[src/rtl/ct_mmu_dutlb_refill_pkg.sv]
// Shared MMU definitions for the dutlb refill sequencer: field widths,
// jTLB page-size encodings and the refill FSM state type.
package ct_mmu_dutlb_refill_pkg;

  localparam int VPN_WIDTH = 27;
  localparam int PPN_WIDTH = 28;
  localparam int FLG_WIDTH = 14;

  localparam logic [2:0] PGS_4K = 3'b001;
  localparam logic [2:0] PGS_2M = 3'b010;
  localparam logic [2:0] PGS_1G = 3'b100;

  typedef enum logic [2:0] {
    ST_IDLE    = 3'd0,
    ST_REQ     = 3'd1,
    ST_WAIT    = 3'd2,
    ST_UPD     = 3'd3,
    ST_DISCARD = 3'd4
  } refill_state_e;

  // Any size other than the three one-hot encodings is treated as a fault.
  function automatic logic pgs_valid(input logic [2:0] pgs);
    logic ok;
    case (pgs)
      PGS_4K:  ok = 1'b1;
      PGS_2M:  ok = 1'b1;
      PGS_1G:  ok = 1'b1;
      default: ok = 1'b0;
    endcase
    return ok;
  endfunction

endpackage

[src/rtl/ct_mmu_dutlb_rr_ptr.sv]
// Round-robin victim pointer for the regular dutlb entries, with a one-hot
// decode used directly as the entry write strobe.
module ct_mmu_dutlb_rr_ptr #(
  parameter int ENTRY_NUM = 16,
  localparam int PTR_W = (ENTRY_NUM > 1) ? $clog2(ENTRY_NUM) : 1
) (
  input  logic                 clk,
  input  logic                 rst_b,
  input  logic                 advance,
  output logic [PTR_W-1:0]     ptr,
  output logic [ENTRY_NUM-1:0] onehot
);
  import ct_mmu_dutlb_refill_pkg::*;

  logic [PTR_W-1:0] ptr_r;

  // Victim pointer: wraps explicitly so non-power-of-two entry counts work.
  always_ff @(posedge clk) begin
    if (!rst_b) begin
      ptr_r <= '0;
    end else if (advance) begin
      ptr_r <= (ptr_r == PTR_W'(ENTRY_NUM - 1)) ? '0 : ptr_r + PTR_W'(1);
    end else begin
      ptr_r <= ptr_r;
    end
  end

  // One-hot decode of the current victim.
  always_comb begin
    onehot = '0;
    for (int i = 0; i < ENTRY_NUM; i++) begin
      onehot[i] = (ptr_r == PTR_W'(i));
    end
  end

  assign ptr = ptr_r;

endmodule

[src/rtl/ct_mmu_dutlb_refill.sv]
// dutlb refill sequencer: arbitrates the two LSU miss ports, issues one jTLB
// request at a time and writes the result to a regular or the huge entry.
module ct_mmu_dutlb_refill #(
  parameter int ENTRY_NUM = 16,
  parameter int VPN_WIDTH = 27,
  parameter int PPN_WIDTH = 28,
  parameter int FLG_WIDTH = 14
) (
  input  logic                 utlb_clk,
  input  logic                 cpurst_b,
  input  logic                 utlb_miss0,
  input  logic                 utlb_miss1,
  input  logic [VPN_WIDTH-1:0] utlb_req_vpn0,
  input  logic [VPN_WIDTH-1:0] utlb_req_vpn1,
  input  logic                 regs_utlb_clr,
  input  logic                 tlboper_utlb_clr,
  output logic                 utlb_jtlb_req,
  output logic [VPN_WIDTH-1:0] utlb_jtlb_vpn,
  input  logic                 jtlb_utlb_grant,
  input  logic                 jtlb_utlb_resp_vld,
  input  logic                 jtlb_utlb_resp_hit,
  input  logic [2:0]           jtlb_utlb_pgs,
  input  logic [PPN_WIDTH-1:0] jtlb_utlb_ppn,
  input  logic [FLG_WIDTH-1:0] jtlb_utlb_flg,
  output logic [ENTRY_NUM-1:0] utlb_entry_upd,
  output logic                 utlb_huge_upd,
  output logic [VPN_WIDTH-1:0] utlb_upd_vpn,
  output logic [PPN_WIDTH-1:0] utlb_upd_ppn,
  output logic [FLG_WIDTH-1:0] utlb_upd_flg,
  output logic                 refill_busy,
  output logic [1:0]           refill_done,
  output logic [1:0]           refill_fault
);
  import ct_mmu_dutlb_refill_pkg::*;

  localparam int PTR_W = (ENTRY_NUM > 1) ? $clog2(ENTRY_NUM) : 1;

  refill_state_e          state_r;
  refill_state_e          state_nxt;
  logic                   clr_s;
  logic                   accept_s;
  logic                   resp_ok_s;
  logic                   resp_bad_s;
  logic                   upd_fire_s;
  logic                   advance_s;
  logic [VPN_WIDTH-1:0]   vpn_r;
  logic [1:0]             owner_r;
  logic                   req_r;
  logic                   huge_r;
  logic [1:0]             fault_r;
  logic [VPN_WIDTH-1:0]   upd_vpn_r;
  logic [PPN_WIDTH-1:0]   upd_ppn_r;
  logic [FLG_WIDTH-1:0]   upd_flg_r;
  logic [PTR_W-1:0]       victim_s;
  logic [ENTRY_NUM-1:0]   victim_onehot_s;

  assign clr_s      = regs_utlb_clr | tlboper_utlb_clr;
  assign accept_s   = (state_r == ST_IDLE) & (utlb_miss0 | utlb_miss1);
  assign resp_ok_s  = (state_r == ST_WAIT) & jtlb_utlb_resp_vld & ~clr_s
                    & jtlb_utlb_resp_hit & pgs_valid(jtlb_utlb_pgs);
  assign resp_bad_s = (state_r == ST_WAIT) & jtlb_utlb_resp_vld & ~clr_s
                    & ~(jtlb_utlb_resp_hit & pgs_valid(jtlb_utlb_pgs));
  assign upd_fire_s = (state_r == ST_UPD) & ~clr_s;
  assign advance_s  = upd_fire_s & ~huge_r;

  // State register.
  always_ff @(posedge utlb_clk) begin
    if (!cpurst_b) begin
      state_r <= ST_IDLE;
    end else begin
      state_r <= state_nxt;
    end
  end

  // Next-state logic; a clear racing a grant or response decides between
  // dropping straight to IDLE and draining the response in DISCARD.
  always_comb begin
    state_nxt = state_r;
    case (state_r)
      ST_IDLE: begin
        if (utlb_miss0 | utlb_miss1) state_nxt = ST_REQ;
        else                         state_nxt = ST_IDLE;
      end
      ST_REQ: begin
        if (clr_s & jtlb_utlb_grant) state_nxt = ST_DISCARD;
        else if (clr_s)              state_nxt = ST_IDLE;
        else if (jtlb_utlb_grant)    state_nxt = ST_WAIT;
        else                         state_nxt = ST_REQ;
      end
      ST_WAIT: begin
        if (clr_s & jtlb_utlb_resp_vld) state_nxt = ST_IDLE;
        else if (clr_s)                 state_nxt = ST_DISCARD;
        else if (resp_ok_s)             state_nxt = ST_UPD;
        else if (resp_bad_s)            state_nxt = ST_IDLE;
        else                            state_nxt = ST_WAIT;
      end
      ST_UPD: state_nxt = ST_IDLE;
      ST_DISCARD: begin
        if (jtlb_utlb_resp_vld) state_nxt = ST_IDLE;
        else                    state_nxt = ST_DISCARD;
      end
      default: state_nxt = ST_IDLE;
    endcase
  end

  // Request capture: port 0 wins; port 1 rides along only on an exact VPN match.
  always_ff @(posedge utlb_clk) begin
    if (!cpurst_b) begin
      vpn_r   <= '0;
      owner_r <= 2'b00;
    end else if (accept_s & utlb_miss0) begin
      vpn_r   <= utlb_req_vpn0;
      owner_r <= (utlb_miss1 && (utlb_req_vpn1 == utlb_req_vpn0)) ? 2'b11 : 2'b01;
    end else if (accept_s) begin
      vpn_r   <= utlb_req_vpn1;
      owner_r <= 2'b10;
    end else begin
      vpn_r   <= vpn_r;
      owner_r <= owner_r;
    end
  end

  // Registered request, fault pulse and update bus (loaded as the hit arrives).
  always_ff @(posedge utlb_clk) begin
    if (!cpurst_b) begin
      req_r     <= 1'b0;
      fault_r   <= 2'b00;
      huge_r    <= 1'b0;
      upd_vpn_r <= '0;
      upd_ppn_r <= '0;
      upd_flg_r <= '0;
    end else begin
      req_r   <= (state_nxt == ST_REQ);
      fault_r <= resp_bad_s ? owner_r : 2'b00;
      if (resp_ok_s) begin
        huge_r    <= (jtlb_utlb_pgs == PGS_1G);
        upd_vpn_r <= vpn_r;
        upd_ppn_r <= jtlb_utlb_ppn;
        upd_flg_r <= jtlb_utlb_flg;
      end else begin
        huge_r    <= huge_r;
        upd_vpn_r <= upd_vpn_r;
        upd_ppn_r <= upd_ppn_r;
        upd_flg_r <= upd_flg_r;
      end
    end
  end

  ct_mmu_dutlb_rr_ptr #(
    .ENTRY_NUM (ENTRY_NUM)
  ) u_rr_ptr (
    .clk     (utlb_clk),
    .rst_b   (cpurst_b),
    .advance (advance_s),
    .ptr     (victim_s),
    .onehot  (victim_onehot_s)
  );

  // Strobes stay combinational so a clear in UPD can still suppress them.
  assign utlb_entry_upd = advance_s ? victim_onehot_s : '0;
  assign utlb_huge_upd  = upd_fire_s & huge_r;
  assign refill_done    = upd_fire_s ? owner_r : 2'b00;
  assign refill_fault   = fault_r;
  assign refill_busy    = (state_r != ST_IDLE);
  assign utlb_jtlb_req  = req_r;
  assign utlb_jtlb_vpn  = vpn_r;
  assign utlb_upd_vpn   = upd_vpn_r;
  assign utlb_upd_ppn   = upd_ppn_r;
  assign utlb_upd_flg   = upd_flg_r;

endmodule

[config.mk]
export PLATFORM = sky130hd
export DESIGN_NAME = ct_mmu_dutlb_refill
export DESIGN_NICKNAME = d
export VERILOG_FILES = /design/src/rtl/ct_mmu_dutlb_refill_pkg.sv /design/src/rtl/ct_mmu_dutlb_rr_ptr.sv /design/src/rtl/ct_mmu_dutlb_refill.sv
export SDC_FILE = /design/constraint.sdc
export NUM_CORES = 1
export LEC_CHECK = 0
export BUFFER_PORTS_ARGS = -buffer_cell sky130_fd_sc_hd__clkbuf_2
export CORE_ASPECT_RATIO = 0.9
export CORE_MARGIN = 3
export CORE_UTILIZATION = 45
export DETAILED_ROUTE_END_ITERATION = 12
export GPL_ROUTABILITY_DRIVEN = 0
export GPL_TIMING_DRIVEN = 0
export PLACE_DENSITY = 0.76
export SLEW_MARGIN = 20
export SYNTH_ARGS = -nofsm -noshare
export SYNTH_HDL_FRONTEND = slang
export SYNTH_SLANG_ARGS = --single-unit
[constraint.sdc]
create_clock -name utlb_clk -period 2.75 [get_ports utlb_clk]
set_input_delay 0.1375 -clock utlb_clk [delete_from_list [all_inputs] [get_ports utlb_clk]]
set_output_delay 0.1375 -clock utlb_clk [all_outputs]
set_load 0.02 [all_outputs]
## Yosys cells after proc, flatten, opt, wreduce, memory -nomap -nowiden

Cells that the tools add are included.

| storage, ports and cells | value |
|---|---|
| flip-flop bits (word level) | 109 |
| latch bits | 0 |
| RAM bits | 0 |
| ROM bits | 0 |
| word-level logic and storage cells | 79 |
| memories kept | 0 |

| operators by class | value |
|---|---|
| $add $sub $neg | 1 |
| multipliers | 0 |
| div/mod/pow operators | 0 |
| order comparisons | 0 |
| equal/unequal tests | 24 |
| shift-type cells | 0 |
| muxes and demuxes | 19 |
| bitwise operators | 18 |
| reductions and logical operators | 7 |

Operators with widths:

| operator | count |
|---|---|
| $mux 27 | 2 |
| $eq 4x4->1 const B | 8 |
| $eq 27x27->1 | 1 |
| $eq 4x3->1 const B | 4 |
| $mux 16 | 1 |
| $mux 2 | 8 |
| $and 1x1->1 | 13 |
| $mux 3 | 4 |
| $pmux 3 s4 | 1 |
| $eq 3x1->1 const B | 3 |
| $eq 3x2->1 const B | 3 |
| $eq 4x2->1 const B | 2 |
| $eq 3x3->1 const B | 2 |
| $add 4x1->4 const B | 1 |
| $eq 4x1->1 const B | 1 |
| $logic_not 4->1 | 1 |
| $mux 4 | 1 |
| $logic_not 3->1 | 1 |
| $not 1->1 | 3 |
| $reduce_bool 3->1 | 1 |
| $reduce_or 3->1 | 1 |
| $mux 1 | 2 |
| $or 1x1->1 | 2 |
| $reduce_and 2->1 | 1 |
| other kinds (2) | 2 |

## Depth between registers and ports, before layout

Gate-level depths: netlist of run 1.

| depth | value |
|---|---|
| depth after elaboration | 12 |
| mapped depth | 6 |

## Hierarchy

Synthesis of run 1 repeated with hierarchy kept, for this count alone.

| second synthesis, totals | value |
|---|---|
| cells, all modules | 563 |
| area total of the unflattened synthesis | 4904.7 um^2 |

By module, submodules not included:

| module | instances | cells each | area each (um^2) | seq. area each (um^2) |
|---|---|---|---|---|
| ct_mmu_dutlb_refill | 1 | 520 | 4535.6 | 2102.0 |
| ct_mmu_dutlb_rr_ptr | 1 | 43 | 369.1 | 80.1 |

## Worst setup path after synthesis of run 1

Ideal clock, no wire load.

| timing path | value |
|---|---|
| kind | reg-to-output |
| start | reg state_r[2] |
| end | out utlb_entry_upd[3] |
| arrival | 1.899 ns |
| required time | 2.612 ns |
| setup slack | 0.714 ns |
| stages on the path, launching flop included | 5 |
| buffers on the path | 1 |
| cells stage by stage | dfxtp_1 > or4b_1 > or4_1 > buf_2 > nor3_1 |

| between the ends | value |
|---|---|
| cells in the longest elaborated chain, start to end | 4 |

Ends and longest elaborated chain:

| element | line | RTL |
|---|---|---|
| start: declaration | ct_mmu_dutlb_refill.sv:38 | `refill_state_e state_r;` |
| start signal: assignment | ct_mmu_dutlb_refill.sv:71 | `state_r <= state_nxt;` |
| $eq 3x2->1 | ct_mmu_dutlb_refill.sv:63 | `assign upd_fire_s = (state_r == ST_UPD) & ~clr_s;` |
| $and 1x1->1 | ct_mmu_dutlb_refill.sv:63 |  |
| $and 1x1->1 | ct_mmu_dutlb_refill.sv:64 | `assign advance_s = upd_fire_s & ~huge_r;` |
| $mux 16 | ct_mmu_dutlb_refill.sv:160 | `assign utlb_entry_upd = advance_s ? victim_onehot_s : '0;` |
| end: declaration | ct_mmu_dutlb_refill.sv:25 | `output logic [ENTRY_NUM-1:0] utlb_entry_upd,` |

Every way passes these cells.

## Final worst setup path of run 1

| timing path | value |
|---|---|
| start | reg state_r[1] |
| end | out utlb_entry_upd[0] |

Same word-level chain as after synthesis.

==> impl_metrics.csv, run 1 <==
group,metric,value,unit
flow_run,max_cap_viol_count,0,
power,powerDensity,532,nW/um^2
floorplanning,start_util,0.469,
synthesis,yosysMostFrequentCell,"dfxtp_1",
critical_path,cp-start-kind,"register",
clock_network,cts_root_buf,"clkbuf_16",
synthesis,synth_cell_types,42,
place,place_inst,907,
floorplanning,coreArea,10400,um^2
timing,fin_crit_sh,0.885,
timing,fin_worst_skew,0.00885,ns
clock_network,cts_inserted_buffers,9,
power,p_leak,2.67,nW
timing,setup_viol,0,
detailed_routing,viasPerCell,5.64,
timing,maxSlewHeadroom,0.282,
timing,worstMarginPinSlew,1.08,ns
place,place_hpwl,12.6,mm
clock_network,cts_tree,"done",
place,port_buffers,226,
detailed_routing,wl_per_cell,18.0,um
synthesis,synth-main-ff-cell,"dfxtp_1",
global_routing,antenna_found_initial,0,
synthesis,ys_seq_elements,109,
floorplanning,die_y,105,um
timing,finalSetupTns,0,ns
synthesis,ys_async_sr_fraction,0,
detailed_routing,drtIter0Drc,432,
global_routing,grt_util_all_layers,0.265,
global_routing,grt_overflow,0,
floorplanning,die_area,12200,um^2
synthesis,synthTopCellsByArea,"dfxtp_1 45%, a21boi_0 10%, o21ai_0 7.6%, nand3_1 7.4%, a222oi_1 5.5%",
clock_network,clk_pin_slew,0.07,ns
place,postPlaceCellArea,6180,um^2
synthesis,synthesis.area,4890,um^2
global_routing,grt_pass1_vias,5077,
timing,period_needed,2.43,ns
synthesis,avgSynthCellArea,8.86,um^2
place,dp_slack,0.677,ns
synthesis,ys_seq_area_frac,0.446,
synthesis,ys_warn_count,0,
clock_network,clock_sinks,109,
synthesis,syn_inst,552,
synthesis,synthTopCellsByCount,"109 x dfxtp_1, 74 x o21ai_0, 72 x nand3_1, 65 x a21boi_0, 38 x clkbuf_1",
detailed_routing,firstDrtPassIters,8,
floorplanning,fp.dieW,116,um
critical_path,critical_path_class,"reg -> out",
clock_network,post_cts_buffers,0,
synthesis,synth_edf_count,0,
critical_path,worstPathArrival,2.30,ns
global_routing,grt_pass1_wl,25.7,mm
layout,drive_above_1_share,0.322,
detailed_routing,drc_errors,0,
critical_path,endpoint_kind,"output port",
clock_network,clockBufferDepth,2,
power,peakVddDrop,0.439,mV
layout,layout.nets,901,
timing,finalHoldViolations,0,
layout,final_cell_area,6480,um^2
layout,area_growth,32.4,%
clock_network,cts_resized,0,
synthesis,yosysTopAreaCell,"dfxtp_1",
timing,clock.fmax,411,MHz
timing,rsz0062_at_grt,"false",
critical_path,rr_startpoint,"state_r[0]$_SDFF_PN0_",
critical_path,path_max_fanout,8,
layout,antenna_cells,0,
floorplanning,ios,227,
detailed_routing,ant_nets,0,
critical_path,crit_path_start,"state_r[1]$_SDFF_PN0_",
synthesis,synthesis.nets,664,
floorplanning,num_rows,35,
timing,fin_ws,0.316,ns
clock_network,holdBufCountCts,0,
global_routing,grt_max_degree,17,
detailed_routing,wl,16.6,mm
clock_network,cts_max_level,3,
detailed_routing,vias,5210,
clock_network,clock_latency,0.34,ns
min_path,hp-start,"jtlb_utlb_ppn[3]",
timing,maxSlewViolCount,0,
min_path,hold_path.class,"in -> reg",
layout,fin_util,0.622,
outcome,outcome,"complete, no violations",
critical_path,required,2.61,ns
layout,layout.cells.non_filler,923,
synthesis,synth_top_area_share,0.446,
-- worst paths after layout --
kind / depth (start not counted) / endpoint / slack (ns)
worst max-delay path: 5 / utlb_entry_upd[0] / 0.32
worst min-delay path: 3 / utlb_upd_ppn[3]$_SDFFE_PN0N_ / 0.03
worst max register to register: 6 / utlb_jtlb_vpn[24]$_SDFFE_PN0P_ / 0.60
worst min register to register: 2 / utlb_upd_flg[0]$_SDFFE_PN0N_ / 0.48
-- final cells by class --
cell class	instances	area [um^2]
Sequential cell	109	2180
Clock buffer	12	246
Buffer	52	210
Fill cell	944	3940
Multi-Input combinational cell	383	2470
Timing Repair Buffer	226	1130
Tap cell	129	161
Inverter	8	30.0
Clock inverter	4	47.5
-- metal layers --
layer	wire length (um)	track usage	part of all wire	up-vias
met1	6840	0.335	0.41	2468
met4	187	0.0671	0.011	0
met5	0	0	0	-
met3	1300	0.0631	0.079	15
li1	-	-	-	2493
met2	8270	0.452	0.50	234
-- critical path, cell delays in order (launching register included) --
cell and delay, ns:
dfxtp_1 0.45, or4b_1 0.54, nor3_2 0.39, nand2_1 0.19, nor3_1 0.18, clkbuf_2 0.20
-- kinds of logic after synthesis --
group,count (synthesis),synth area share
AOI/OAI and AO/OA,185,0.258
xor gates and xnor gates,29,0.0519
adders and majority gates,4,0.0102
buffers and inverters,60,0.0491
DFF,109,0.446
muxes,2,0.00409
and+or+nand+nor,163,0.180
-- layout by cell type (no fill, tap or decap), types with 2 or more instances in the layout --
master,synthesis,layout
a21boi_0,65,65
a21boi_1,5,5
a21oi_1,5,5
a222oi_1,27,27
a31oi_1,2,2
and2_1,3,3
buf_1,2,2
buf_2,12,12
clkbuf_1,38,40
clkbuf_16,0,9
clkbuf_2,0,226
clkinv_2,0,2
dfxtp_1,109,109
ha_1,4,4
inv_1,8,8
mux2i_1,2,2
nand2_1,7,7
nand2b_1,2,2
nand3_1,72,72
nand4_1,4,4
nor2_1,20,20
nor2b_1,33,33
nor3_1,5,5
nor3b_1,2,2
nor4_1,4,4
o21ai_0,74,74
or4b_1,2,2
xnor2_1,13,13
xor2_1,16,16
-- power breakdown --
group	switching (mW)	internal [mW]	total [mW]	leakage (nW)
clock network	0.573	0.730	1.30	0.143
registers	0.0409	1.62	1.66	0.884
logic	0.293	0.191	0.483	1.65
total	0.906	2.54	3.45	2.67
-- metrics by stage --
| step | total power [mW] | hold WS, ns |
|---|---|---|
| after floorplan | 1.94 | 0.284 |
| after global placement | 2.16 | 0.375 |
| after detailed placement | 2.17 | 0.384 |
| after CTS | 3.45 | 0.0169 |
| after global routing | 3.56 | 0.0327 |
| final | 3.45 | 0.0340 |
-- registers in the layout (all words and copies together), names as in the netlist --
| name | count |
|---|---|
| utlb_upd_ppn | 28 |
| utlb_jtlb_vpn | 27 |
| utlb_upd_vpn | 27 |
| utlb_upd_flg | 14 |
| u_rr_ptr.ptr | 4 |
| state_r | 3 |
| owner_r | 2 |
| refill_fault | 2 |
| huge_r | 1 |
| utlb_jtlb_req | 1 |
No activity file was read; power rests on OpenSTA's default activity.
==> run 2: changes to the inputs <==
ABC_AREA = 1   (was not set)
PLACE_DENSITY = 0.75   (was 0.76)
==> run 2 against run 1 <==
Synthesized cell count increased by 34%. Register-to-register slack improved by 0.57 ns. Die area increased by 4.0%. Worst setup slack improved by 0.43 ns. Largest power group unchanged. Count of clock-buffer cells in the layout decreased by 2. Core utilization decreased by 1.0 points. Sequential power about the same. Non-clock buffer count decreased by 15. Via count increased by 5.6%. Critical path depth unchanged. Cell count increased by 23%. Clock power decreased by 6%.
==> impl_metrics.csv, run 2 <==
group,metric,value,unit
timing,fin_crit_sh,0.727,
clock_network,cts_tree,"done",
layout,antenna_cells,0,
timing,maxSlewHeadroom,0.639,
layout,area_growth,31.2,%
critical_path,crit_path_start,"state_r[1]$_SDFF_PN0_",
global_routing,grt_pass1_wl,25.4,mm
clock_network,cts_max_level,3,
detailed_routing,firstDrtPassIters,5,
detailed_routing,drc_errors,0,
synthesis,syn_inst,742,
global_routing,grt_max_degree,19,
critical_path,endpoint_kind,"output port",
clock_network,clk_pin_slew,0.08,ns
layout,layout.cells.non_filler,1135,
layout,layout.nets,1090,
power,share_comb_of_total_power,0.147,
power,peakVddDrop,0.262,mV
layout,mostFrequentLayoutCells,"232 x clkbuf_2, 180 x nor2_1, 119 x nand2_1",
global_routing,grt_pass1_vias,4959,
critical_path,rr_startpoint,"state_r[1]$_SDFF_PN0_",
detailed_routing,viasPerCell,4.85,
critical_path,crit_path_top_delay_cell,"dfxtp_1",
synthesis,avgSynthCellArea,6.87,um^2
clock_network,cts_root_buf,"clkbuf_16",
synthesis,synthesis.area,5100,um^2
power,power.share.sequential,0.493,
synthesis,synth_cell_types,30,
critical_path,worstPathArrival,1.86,ns
place,dp_slack,1.09,ns
floorplanning,fp.dieW,118,um
critical_path,critical_path_class,"reg -> out",
floorplanning,coreArea,10900,um^2
synthesis,synthTopCellsByArea,"dfxtp_1 43%, nor2_1 13%, nand2_1 8.8%, o21ai_0 7.9%, inv_1 6.6%",
place,place_hpwl,12.7,mm
layout,final_common_cell,"clkbuf_2",
floorplanning,num_rows,36,
clock_network,clock_sinks,109,
floorplanning,ios,227,
detailed_routing,vias,5504,
timing,finalHoldViolations,0,
clock_network,cts_inserted_buffers,9,
power,powerDensity,505,nW/um^2
clock_network,holdBufCountCts,0,
timing,period_needed,2.00,ns
synthesis,synth-main-ff-cell,"dfxtp_1",
synthesis,yosysTopAreaCell,"dfxtp_1",
synthesis,synthesis.nets,854,
min_path,hold_path.class,"in -> reg",
synthesis,synthTopCellsByCount,"180 x nor2_1, 119 x nand2_1, 109 x dfxtp_1, 89 x inv_1, 80 x o21ai_0",
synthesis,ys_seq_area_frac,0.428,
outcome,outcome,"complete, no violations",
global_routing,grt_util_all_layers,0.247,
place,port_buffers,225,
critical_path,slowest_delay,0.45,ns
layout,final_cell_area,6690,um^2
critical_path,path_max_fanout,7,
synthesis,ys_async_sr_fraction,0,
clock_network,cts_resized,0,
global_routing,antenna_found_initial,0,
timing,maxSlewViolCount,0,
timing,setup_viol,0,
critical_path,path_cells,"nand4_2, nor2_4, nand2_4, nor3_1, clkbuf_2",
detailed_routing,wl,15.8,mm
power,p_leak,3.46,nW
clock_network,post_cts_buffers,0,
critical_path,cp-start-kind,"register",
place,place_inst,1119,
timing,fin_ws,0.750,ns
layout,fillCellCount,1084,
timing,clock.fmax,500,MHz
min_path,hp-start,"jtlb_utlb_ppn[15]",
synthesis,yosysMostFrequentCell,"nor2_1",
timing,worstMarginPinSlew,0.541,ns
power,p_sw_frac,0.281,
layout,drive_above_1_share,0.283,
detailed_routing,ant_nets,0,
synthesis,synth_edf_count,0,
global_routing,grt_overflow,0,
floorplanning,start_util,0.466,
detailed_routing,wl_per_cell,13.9,um
power,clock_power_share,0.361,
power,p_int,2.43,mW
timing,fin_worst_skew,0.00986,ns
synthesis,synth_top_area_share,0.428,
floorplanning,die_area,12600,um^2
synthesis,ys_seq_elements,109,
synthesis,ys_warn_count,0,
detailed_routing,drtIter0Drc,455,
timing,whs,0.0435,ns
clock_network,clock_latency,0.34,ns
timing,rsz0062_at_grt,"false",
floorplanning,die_y,107,um
timing,finalSetupTns,0,ns
power,power.net_switching,948,uW
place,postPlaceCellArea,6410,um^2
critical_path,required,2.61,ns
clock_network,clockBufferDepth,2,
flow_run,max_cap_viol_count,0,
layout,largest_reg_flops,28,
==> run 2: cell families (layout without fill, tap and decap cells) <==
logic type / after synthesis / after routing / synth area share
flops: 109 / 109 / 0.428
simple gates: 380 / 380 / 0.313
fa+ha+maj: 4 / 4 / 0.00982
xor+xnor: 3 / 3 / 0.00515
compound gates: 114 / 114 / 0.124
buf+inv: 132 / 373 / 0.120
==> run 2: stage by stage <==
| step | total power [mW] | util |
|---|---|---|
| 4_1_cts | 3.39 | 0.611 |
| 3_3_place_gp | 2.19 | 0.586 |
| 5_1_grt | 3.53 | 0.611 |
| 6_report | 3.38 | 0.611 |
| 3_5_place_dp | 2.19 | 0.586 |
| 2_1_floorplan | 1.97 | - |
==> run 2: power by group through the flow <==
stage / Sequential [mW] / Combinational [mW] / Clock (mW)
floorplan: 1.72 / 0.249 / 0
global placement: 1.70 / 0.487 / 0
detailed placement: 1.70 / 0.490 / 0
CTS: 1.66 / 0.493 / 1.24
global route: 1.67 / 0.555 / 1.31
finish: 1.66 / 0.496 / 1.22
==> run 2: area by class of cell <==
class	count	area, um^2	area share
inverter	94	358	0.0535
multi-input combinational	501	2310	0.345
buffer	38	253	0.0378
clock buffer	10	229	0.0342
timing repair buffer	225	1130	0.168
tap	152	190	0.0284
sequential	109	2180	0.326
clock inverter	6	47.5	0.00711
==> run 2: worst paths after layout <==
path / to / slack (ns) / cells after the start
worst max-delay path: utlb_entry_upd[7] / 0.75 / 5
worst min-delay path: utlb_upd_ppn[15]$_SDFFE_PN0N_ / 0.04 / 3
worst max register to register: utlb_upd_vpn[16]$_SDFFE_PN0N_ / 1.17 / 6
worst min register to register: refill_fault[0]$_SDFF_PN0_ / 0.46 / 2
==> run 2: layer usage <==
layer | global-route usage | routed length, um | vias to the layer above
li1 | - | - | 2817
met1 | 0.321 | 6920 | 2423
met2 | 0.410 | 7340 | 240
met3 | 0.0659 | 1260 | 24
met4 | 0.0611 | 274 | 0
met5 | 0 | 0 | -
==> run 2: worst max-delay path: cells and delay by family, from the launching register on <==
family / cells / cell delay [ns]
flops: 1 / 0.45
buf+inv: 1 / 0.23
simple gates: 4 / 0.83
